--- config.mk ---
export PLATFORM = sky130hd
export DESIGN_NAME = instr_enc
export DESIGN_NICKNAME = d
export VERILOG_FILES = /design/src/rtl/instr_enc.sv
export SDC_FILE = /design/constraint.sdc
export NUM_CORES = 1
export LEC_CHECK = 0
export CAP_MARGIN = 20
export CORE_ASPECT_RATIO = 1.25
export CORE_MARGIN = 8
export CORE_UTILIZATION = 45
export CTS_CLUSTER_SIZE = 25
export DETAILED_ROUTE_END_ITERATION = 16
export GPL_ROUTABILITY_DRIVEN = 0
export PLACE_DENSITY_LB_ADDON = 0.08
export SYNTH_ARGS = -nofsm -noshare
export SYNTH_HDL_FRONTEND = slang
export SYNTH_SLANG_ARGS = --single-unit
--- constraint.sdc ---
create_clock -name clk_i -period 4.26 [get_ports clk_i]
set_input_delay 1.065 -clock clk_i [delete_from_list [all_inputs] [get_ports clk_i]]
set_output_delay 1.065 -clock clk_i [all_outputs]
set_load 0.05 [all_outputs]
--- src/rtl/instr_enc.sv ---
// RISC-V instruction-word encoder (I/S/B/U/J) feeding a small output FIFO.
// Optional immediate range checking is compiled in with INSTR_ENC_RANGE_CHECK_EN.
module instr_enc #(
  parameter int FIFO_DEPTH = 2
) (
  input  logic        clk_i,
  input  logic        rst_i,
  input  logic        in_valid_i,
  output logic        in_ready_o,
  input  logic [2:0]  type_i,
  input  logic [6:0]  opcode_i,
  input  logic [2:0]  funct3_i,
  input  logic [4:0]  rd_i,
  input  logic [4:0]  rs1_i,
  input  logic [4:0]  rs2_i,
  input  logic [31:0] imm_i,
  output logic        out_valid_o,
  input  logic        out_ready_i,
  output logic [31:0] instr_o,
  output logic        err_o
);

  localparam int PTR_W = $clog2(FIFO_DEPTH);
  localparam int CNT_W = PTR_W + 1;

  localparam logic [2:0] TYPE_J = 3'd1;
  localparam logic [2:0] TYPE_U = 3'd2;
  localparam logic [2:0] TYPE_S = 3'd3;
  localparam logic [2:0] TYPE_B = 3'd4;
  localparam logic [2:0] TYPE_I = 3'd5;

  logic [31:0]      enc_instr;
  logic             enc_err;
  logic [PTR_W-1:0] wr_ptr_q, wr_ptr_d;
  logic [PTR_W-1:0] rd_ptr_q, rd_ptr_d;
  logic [CNT_W-1:0] count_q, count_d;
  logic             full, empty, push, pop;
  logic [31:0]      instr_mem [FIFO_DEPTH];

  always_comb begin
    enc_instr = 32'h0000_0000;
    unique case (type_i)
      TYPE_I: enc_instr = {imm_i[11:0], rs1_i, funct3_i, rd_i, opcode_i};
      TYPE_S: enc_instr = {imm_i[11:5], rs2_i, rs1_i, funct3_i, imm_i[4:0], opcode_i};
      TYPE_B: enc_instr = {imm_i[12], imm_i[10:5], rs2_i, rs1_i, funct3_i,
                           imm_i[4:1], imm_i[11], opcode_i};
      TYPE_U: enc_instr = {imm_i[31:12], rd_i, opcode_i};
      TYPE_J: enc_instr = {imm_i[20], imm_i[10:1], imm_i[11], imm_i[19:12], rd_i, opcode_i};
      default: enc_instr = 32'h0000_0000;
    endcase
  end

`ifdef INSTR_ENC_RANGE_CHECK_EN
  logic err_mem [FIFO_DEPTH];

  // A field is exactly representable when all bits above it match the sign bit.
  always_comb begin
    enc_err = 1'b1;
    unique case (type_i)
      TYPE_I, TYPE_S: enc_err = !((&imm_i[31:11]) || !(|imm_i[31:11]));
      TYPE_B:         enc_err = !((&imm_i[31:12]) || !(|imm_i[31:12])) || imm_i[0];
      TYPE_J:         enc_err = !((&imm_i[31:20]) || !(|imm_i[31:20])) || imm_i[0];
      TYPE_U:         enc_err = |imm_i[11:0];
      default:        enc_err = 1'b1;
    endcase
  end

  always_ff @(posedge clk_i) begin
    if (push) begin
      err_mem[wr_ptr_q] <= enc_err;
    end
  end

  assign err_o = empty ? 1'b0 : err_mem[rd_ptr_q];
`else
  assign enc_err = 1'b0;
  assign err_o   = 1'b0;
`endif

  assign full        = (count_q == CNT_W'(FIFO_DEPTH));
  assign empty       = (count_q == '0);
  // Ready is withheld during reset; when full, a same-cycle pop frees the slot.
  assign in_ready_o  = !rst_i && (!full || out_ready_i);
  assign out_valid_o = !empty;
  assign push        = in_valid_i && in_ready_o;
  assign pop         = out_valid_o && out_ready_i;
  assign instr_o     = empty ? 32'h0000_0000 : instr_mem[rd_ptr_q];

  always_comb begin
    wr_ptr_d = wr_ptr_q;
    rd_ptr_d = rd_ptr_q;
    count_d  = count_q;
    if (push) begin
      wr_ptr_d = wr_ptr_q + 1'b1;
    end
    if (pop) begin
      rd_ptr_d = rd_ptr_q + 1'b1;
    end
    if (push && !pop) begin
      count_d = count_q + 1'b1;
    end else if (pop && !push) begin
      count_d = count_q - 1'b1;
    end
  end

  always_ff @(posedge clk_i) begin
    if (rst_i) begin
      wr_ptr_q <= '0;
      rd_ptr_q <= '0;
      count_q  <= '0;
    end else begin
      wr_ptr_q <= wr_ptr_d;
      rd_ptr_q <= rd_ptr_d;
      count_q  <= count_d;
    end
  end

  // When full, push and pop hit the same slot; the head is read before the edge.
  always_ff @(posedge clk_i) begin
    if (push) begin
      instr_mem[wr_ptr_q] <= enc_instr;
    end
  end

endmodule

Yosys cells after proc, flatten, opt, wreduce, memory -nomap -nowiden --
Memory sizes are Yosys's and may differ from the RTL's. A register that Yosys moved wholly into a read port is not among the register bits. Index checks and enable logic that the tools add are counted.
Word-level totals: logic and storage cells 35, output and inout bits 35, memory bits (writable) 64, memories 1, register bits after elaboration 4
Operators by class: multiplexer cells 8, equal/unequal tests 6, reductions and logical operators 13, $add $sub $neg 4
Memory list:
- instr_mem | depth 2, bits a word 32, rd ports 1, clocked after memory_dff 1, write ports 1, line 38 | logic [31:0] instr_mem [FIFO_DEPTH];
Operators by type and width (number):
- 32-bit one-hot mux with 5 select lines | 1
- 32-bit 2-to-1 mux | 1
- 3-bit by 2-bit == test with 1-bit output, second input constant | 2
- 3-bit == test, second input constant | 2
- 1-bit logical AND | 5
- 1-bit zero test | 5
- 1-bit 2-to-1 mux | 4
- 2-bit 2-to-1 mux | 2
- 3-bit by 1-bit == test with 1-bit output, second input constant | 1
- 1-bit adder, second input constant | 2
- 2-bit by 1-bit adder with 2-bit output, second input constant | 1
- 2-bit == test, second input constant | 1
- 2-bit zero test | 1
- 2-bit nonzero test | 1
- 2-bit by 1-bit subtractor with 2-bit output, second input constant | 1
- 1-bit logical OR | 1

Logic depth before layout (Yosys ltp) --
Gate-level depths: netlist of the first run.
depth in word-level cells 9, depth in mapped cells 6, depth with buffers taken out 6

Worst setup path before layout of the first run --
OpenSTA, ideal clock, no wires.
path kind input -> register, from input port out_ready_i, to memory instr_mem[0][0] (enable), slack 0.978 ns, path buffers 0, library setup time 0.425 ns, data arrival time 2.857 ns, stages 3, cells stage by stage nor3b_2 > nor3b_2 > nor2b_1
On the way: longest elaborated chain between the ends 5
RTL lines:
- from (decl) | line 18 | input logic out_ready_i,
- 1-bit logical OR | line 83 | assign in_ready_o = !rst_i && (!full || out_ready_i);
- 1-bit logical AND | line 83
- 1-bit logical AND | line 85 | assign push = in_valid_i && in_ready_o;
- via push | line 37 | logic full, empty, push, pop;
- 1-bit 2-to-1 mux | line 120 | if (push) begin
- 1-bit 2-to-1 mux (not written as such) | line 121 | instr_mem[wr_ptr_q] <= enc_instr;
- to (decl) | line 38
The timed path passes the listed nets, and every way through them passes these cells.

Worst setup path after layout of the first run --
from input port rst_i, to output port in_ready_o
On the way: longest elaborated chain between the ends 2
RTL lines:
- from (decl) | line 7 | input logic rst_i,
- 1-bit zero test | line 83
- 1-bit logical AND | line 83
- to (decl) | line 9 | output logic in_ready_o,
No other way between the ends.

==> results by group, run 1 <==
Outcome
  • Status: finished clean

Clock network
  • Postcts setup bufs: 0
  • H-tree Lvls: 3
  • CTS tree: yes
  • Max clock buf depth: 2
  • Hold-fix buffer count after cts: 0
  • Later-pin clock latency in the skew report: 0.32 ns
  • CTS Buf Count: 9
  • Worst-path clk slew: 0.07 ns
  • Post-CTS sizing: 0
  • CTS Sinks: 69
  • Root Buffer: clkbuf_8

Final layout
  • Most common cell after layout, fill and taps aside: clkdlybuf4s50_1
  • Syn-to-layout area delta: 34.6%
  • Final-stage net count: 434
  • Filler cell count: 667
  • Commonest non-fill, non-tap cells in the layout: clkdlybuf4s50_1 (97), edfxtp_1 (64), mux2i_1 (44)
  • Ant. Diodes: 0
  • Share of layout cells above drive strength 1: 9.89%

Floorplanning
  • Die area: 10800 um2
  • Row cnt: 36
  • Boundary Pins: 99
  • Total core area: 7660 um2
  • Starting Density: 45.3%
  • DIE HEIGHT: 114 um
  • Die width: 94.5 um

Min path
  • Class of the worst hold path: register to register

Worst setup path
  • CP most frequent cell: clkdlybuf4s50_1
  • Critical path cell sequence: clkdlybuf4s50_1 -> nor2_1 -> clkdlybuf4s50_1
  • Kind of critical path: primary input to output port
  • Worst-path fanout max: 7
  • Critical Path Max Stage Delay: 0.81 ns
  • CP max-delay cell: clkdlybuf4s50_1
  • Worst EP arrival: 2.54 ns
  • Crit path required time: 3.19 ns
  • Critical Path Source Type: primary input
  • Setup crit end kind: output port

STA
  • Setup violations, final: 0
  • Setup WS post-layout: 0.652 ns
  • Worst relative slew slack: 46.1%
  • Post-route setup TNS: 0 ns
  • Max Transition Viols Final: 0
  • Worst-Margin Slew: 0.806 ns
  • Final hold slack: 0.524 ns
  • Tcrit/Tclk final: 84.7%
  • Final count of hold timing violations: 0
  • Max Freq: 277 MHz
  • Clock period minus worst slack: 3.61 ns
  • Skew final: 0.00383 ns
  • RSZ-0062 raised after global routing: false

Yosys
  • YS warnings: 0
  • EDFF count, synth: 64
  • Top FF cell, synth: edfxtp_1
  • Post-synthesis sequential area ratio: 58.3%
  • Syn_area_per_cell: 12.6 um2
  • Synth unique cells: 34
  • Flops & latches, synth: 69
  • Post-Syn Area: 3470 um2
  • Synth Net Count: 340
  • Async SR Flop Fraction: 0%
  • Synth Instances: 275

Placed design
  • Buffers on Ports: 97
  • Placement Setup Slack: 0.662 ns
  • Detailed Place HPWL: 5360 um

Power and ir drop
  • Power per Cell Area: 549 nW/um2
  • Max VDD drop: 0.000445 V
  • Leak: 1.61 nW

GRT
  • GRT Overall Usage: 14.2%
  • Total congestion overflow: 0
  • Global-route wire length before repair: 11900 um
  • Largest net degree at the start of global routing: 34
  • Number of global-route vias before repair: 2465
  • Initial antenna violation count: 0

Drt
  • Routed Wire Length: 7400 um
  • Routed wire per std cell: 15.8 um
  • 1st-pass router iterations: 4
  • Drt drc: 0
  • Initial DRC Count: 96
  • Number of routed nets with antenna violations: 0
  • Vias after detailed routing: 2411
  • DR vias/cell: 5.14

Run
  • Max cap viols: 0
cell usage after synthesis, types with 2 or more instances:
master | count | area, um2
o21ai_1 | 14 | 70.1
a211oi_1 | 2 | 15.0
a21oi_1 | 3 | 15.0
mux2i_1 | 44 | 440
mux2_2 | 6 | 67.6
o22ai_1 | 10 | 62.6
buf_2 | 7 | 35.0
buf_4 | 9 | 67.6
nor2b_1 | 2 | 12.5
clkbuf_1 | 2 | 7.51
a22oi_1 | 22 | 165
a21o_1 | 2 | 15.0
dfxtp_1 | 5 | 100
xor2_1 | 3 | 26.3
nor2_1 | 37 | 139
nand2_1 | 14 | 52.6
buf_6 | 2 | 22.5
edfxtp_1 | 64 | 1920
and2_1 | 8 | 50.1
nand2b_1 | 2 | 12.5
mux2_1 | 3 | 33.8
nor3b_2 | 2 | 25.0
where the power goes:
group	internal (mW)	total, mW	switching (mW)	leakage [nW]
Sequential	0.816	0.873	0.0568	0.639
Clock	0.261	0.480	0.219	0.0953
Combinational	0.441	1.21	0.767	0.880
Total	1.52	2.56	1.04	1.61
sequential cells by signal, indices dropped and copies added, names as in the netlist, named ones only:
| signal | flops |
|---|---|
| instr_mem | 64 |
| wr_ptr_q | 1 |
| rd_ptr_q | 1 |
| count_q | 2 |
final timing paths:
kind / from / end / slack, ns / cells after the start
worst max-delay path: rst_i / in_ready_o / 0.65 / 3
worst min-delay path: rd_ptr_q$_SDFFE_PP0P_ / rd_ptr_q$_SDFFE_PP0P_ / 0.52 / 2
worst max register to register: count_q[0]$_SDFFE_PP0P_ / instr_mem[0][1]$_DFFE_PP_ / 2.23 / 4
worst min register to register: rd_ptr_q$_SDFFE_PP0P_ / rd_ptr_q$_SDFFE_PP0P_ / 0.52 / 2
critical path, delay by kind of cell:
family,cells,cell delay [ns]
and+or+nand+nor,1,0.14
buffers and inverters,2,1.34
routing by layer:
layer,global-route usage (%),vias up,wire (um)
li1,-,1216,-
met1,17.4,1118,3280
met2,22.2,73,3590
met3,4.20,4,463
met4,6.58,0,72
met5,0,-,0
kinds of logic (layout without fill, tap and decap cells):
kind of cell               count (synthesis)  in the layout  share of synthesized area, %
AOI/OAI and AO/OA                         56             56                          10.6
xor gates and xnor gates                   3              3                         0.758
adders and majority gates                  1              1                         0.361
buffers and inverters                     22            121                          4.36
DFF                                       69             69                          58.3
muxes                                     54             54                          16.1
other                                      1              1                         0.108
and+or+nand+nor                           69             69                          9.42
stage by stage:
step	instances	total power [mW]	area [um2]	util [%]
after detailed placement	453	2.12	4490	58.6
after CTS	469	2.60	4670	60.9
after floorplan	275	1.70	3470	-
final	469	2.56	4670	60.9
after global routing	469	2.69	4670	60.9
after global placement	453	2.10	4490	58.6
cell type report:
| class | count | area, um2 | share of cell area, % |
|---|---|---|---|
| inverter | 1 | 3.75 | 0.0804 |
| clock inverter | 7 | 56.3 | 1.21 |
| sequential | 69 | 2020 | 43.4 |
| timing repair buffer | 104 | 1040 | 22.2 |
| tap | 95 | 119 | 2.55 |
| clock buffer | 9 | 124 | 2.65 |
| multi-input combinational | 184 | 1310 | 28.0 |
Power figures use the tool's default switching activity.
==> inputs of run 2 (changes only) <==
clock period = 3.4 ns   (was 4.26 ns; I/O delays follow)
==> results by group, run 2 (synthesis gave the netlist of run 1 again) <==
Outcome
  • Status: finished clean

Floorplanning
  • Row cnt: 36 (unchanged)
  • Die width: 94.5 um (unchanged)
  • Die area: 10800 um2 (unchanged)
  • Total core area: 7660 um2 (unchanged)
  • DIE HEIGHT: 114 um (unchanged)
  • Starting Density: 45.3% (unchanged)
  • Boundary Pins: 99 (unchanged)

Clock network
  • H-tree Lvls: 3 (unchanged)
  • CTS Buf Count: 9 (unchanged)
  • Worst-path clk slew: 0.07 ns (about the same)
  • Root Buffer: clkbuf_8
  • CTS Sinks: 69 (unchanged)
  • Hold-fix buffer count after cts: 0 (unchanged)
  • CTS tree: yes
  • Post-CTS sizing: 0 (unchanged)
  • Postcts setup bufs: 0 (unchanged)
  • Max clock buf depth: 2 (unchanged)
  • Later-pin clock latency in the skew report: 0.32 ns (about the same)

Run
  • Max cap viols: 0 (unchanged)

Final layout
  • Syn-to-layout area delta: 36.0%
  • Share of layout cells above drive strength 1: 10.4% (+0.48 points)
  • Largest registers: instr_mem: 64 flops, count_q: 2 flops
  • Most common cell after layout, fill and taps aside: clkdlybuf4s50_1
  • Final-stage net count: 436 (+0.46%)
  • Filler cell count: 634 (-4.9%)
  • Final instance area: 4720 um2 (+1.1%)
  • Ant. Diodes: 0 (unchanged)
  • Post-Layout Cell Count: 471 (+0.43%)
  • Commonest non-fill, non-tap cells in the layout: clkdlybuf4s50_1 (96), edfxtp_1 (64), mux2i_1 (44)
  • Max FFs per register: 64 (unchanged)
  • Top reg by flops: instr_mem

Drt
  • 1st-pass router iterations: 6 (+2)
  • Initial DRC Count: 87 (-9.4%)
  • Number of routed nets with antenna violations: 0 (unchanged)
  • Drt drc: 0 (unchanged)
  • Routed Wire Length: 7440 um (+0.54%)
  • Vias after detailed routing: 2439 (+1.2%)
  • Routed wire per std cell: 15.8 um (+0.11%)
  • DR vias/cell: 5.18 (+0.73%)

STA
  • Tcrit/Tclk final: 90.4%
  • Skew final: 0.00935 ns (+0.00552 ns)
  • Setup violations, final: 0 (unchanged)
  • Worst-Margin Slew: 0.657 ns (-0.149 ns)
  • Final hold slack: 0.522 ns (-0.00293 ns)
  • Worst relative slew slack: 56.1% (+10 points)
  • Max Freq: 325 MHz
  • Final count of hold timing violations: 0 (unchanged)
  • Clock period minus worst slack: 3.07 ns
  • Max Transition Viols Final: 0 (unchanged)
  • RSZ-0062 raised after global routing: false
  • Post-route setup TNS: 0 ns (unchanged)

Worst setup path
  • RR Endpoint: instr_mem[0][26]$_DFFE_PP_
  • Kind of critical path: register to output port
  • Worst EP arrival: 2.22 ns (-0.32 ns)
  • Critical path cell sequence: buf_12 -> mux2i_1 -> nor2_1 -> clkdlybuf4s50_1
  • CP max-delay cell: clkdlybuf4s50_1
  • Reg2Reg Setup Slack: 1.51 ns (-0.72 ns)
  • Setup crit end kind: output port
  • Crit path required time: 2.55 ns (-0.64 ns)
  • Worst path bufs/invs: 2 (unchanged)
  • Worst-path fanout max: 21 (+14)
  • Worst R2R Path Depth: 4 (unchanged)
  • RR Startpoint: count_q[0]$_SDFFE_PP0P_
  • Critical Path Max Stage Delay: 0.70 ns (-0.11 ns)
  • Critical Path Source Type: register
  • Worst path top cell family by delay: buffers and inverters

Placed design
  • Buffers on Ports: 97 (unchanged)
  • Detailed Place HPWL: 5470 um (+1.9%)
  • Placed Cells incl. Taps: 455 (+0.44%)
  • Dpl cell area: 4510 um2 (+0.56%)

GRT
  • Number of global-route vias before repair: 2442 (-0.93%)
  • Largest net degree at the start of global routing: 33 (-2.9%)
  • GRT Overall Usage: 14.0% (-0.13 points)
  • Global-route wire length before repair: 11900 um (about the same)
  • Initial antenna violation count: 0 (unchanged)
  • Total congestion overflow: 0 (unchanged)

Min path
  • Worst hold endpoint: rd_ptr_q$_SDFFE_PP0P_
  • Worst hold path startpoint: rd_ptr_q$_SDFFE_PP0P_
  • Hold path depth: 2 (unchanged)
  • Class of the worst hold path: register to register

Power and ir drop
  • Tot Pwr: 3.29 mW (+28%)
  • Max VDD drop: 0.000476 V (+7.0%)
  • Power per Cell Area: 697 nW/um2 (+27%)
  • Leak: 1.63 nW (+1.1%)
run 2: changes by cell type in the layout (fill, tap and decap cells not counted):
cell / delta
buf_12: +1
buf_4: +2
bufinv_16: +1
clkbuf_1: +2
clkdlybuf4s50_1: -1
clkinv_1: -1
clkinv_2: -3
clkinvlp_4: +1
run 2: report_power, final:
group	total [mW]	switching [mW]	internal [mW]	leakage (nW)
sequential	1.08	0.0600	1.02	0.639
clock	0.685	0.276	0.409	0.0986
combinational	1.52	0.965	0.557	0.894
run 2: area by class of cell:
cell class / count / area (um2) / area share [%]
Sequential cell: 69 / 2020 / 42.9
Multi-Input combinational cell: 184 / 1310 / 27.7
Timing Repair Buffer: 106 / 1060 / 22.5
Clock buffer: 11 / 131 / 2.78
Tap cell: 95 / 119 / 2.52
Clock inverter: 5 / 75.1 / 1.59
Inverter: 1 / 3.75 / 0.0796
run 2: worst reg2reg max path, cell delays in order, from the launching register on:
cell,delay [ns]
dfxtp_1,0.46
nor3b_2,0.10
nor3b_2,0.29
nor2b_4,0.50
buf_12,0.24
run 2: how the worst max path moves through the flow:
stage / endpoint / slack (ns) / depth (start not counted)
finish: instr_o[11] / 0.33 / 4
global route: instr_o[25] / 0.17 / 4
CTS: instr_o[9] / 0.27 / 4
detailed placement: instr_mem[1][24]$_DFFE_PP_ / 0.58 / 4
global placement: instr_mem[0][24]$_DFFE_PP_ / 0.64 / 4
floorplan: instr_mem[0][0]$_DFFE_PP_ / 0.33 / 3
run 2: metrics by stage:
step,worst slack (ns),utilization (%)
finish,0.328,61.6
CTS,0.269,61.6
global route,0.175,61.6
global placement,0.644,58.9
detailed placement,0.578,58.9
floorplan,0.333,-
run 2: layer usage:
layer	wire [um]	vias to the layer above	share of wire [%]	global-route usage, %
met1	3480	1141	47	19.0
met2	3500	73	47	21.1
met3	392	4	5.3	3.28
li1	-	1221	-	-
met5	0	-	0	0
met4	75	0	1.0	5.32
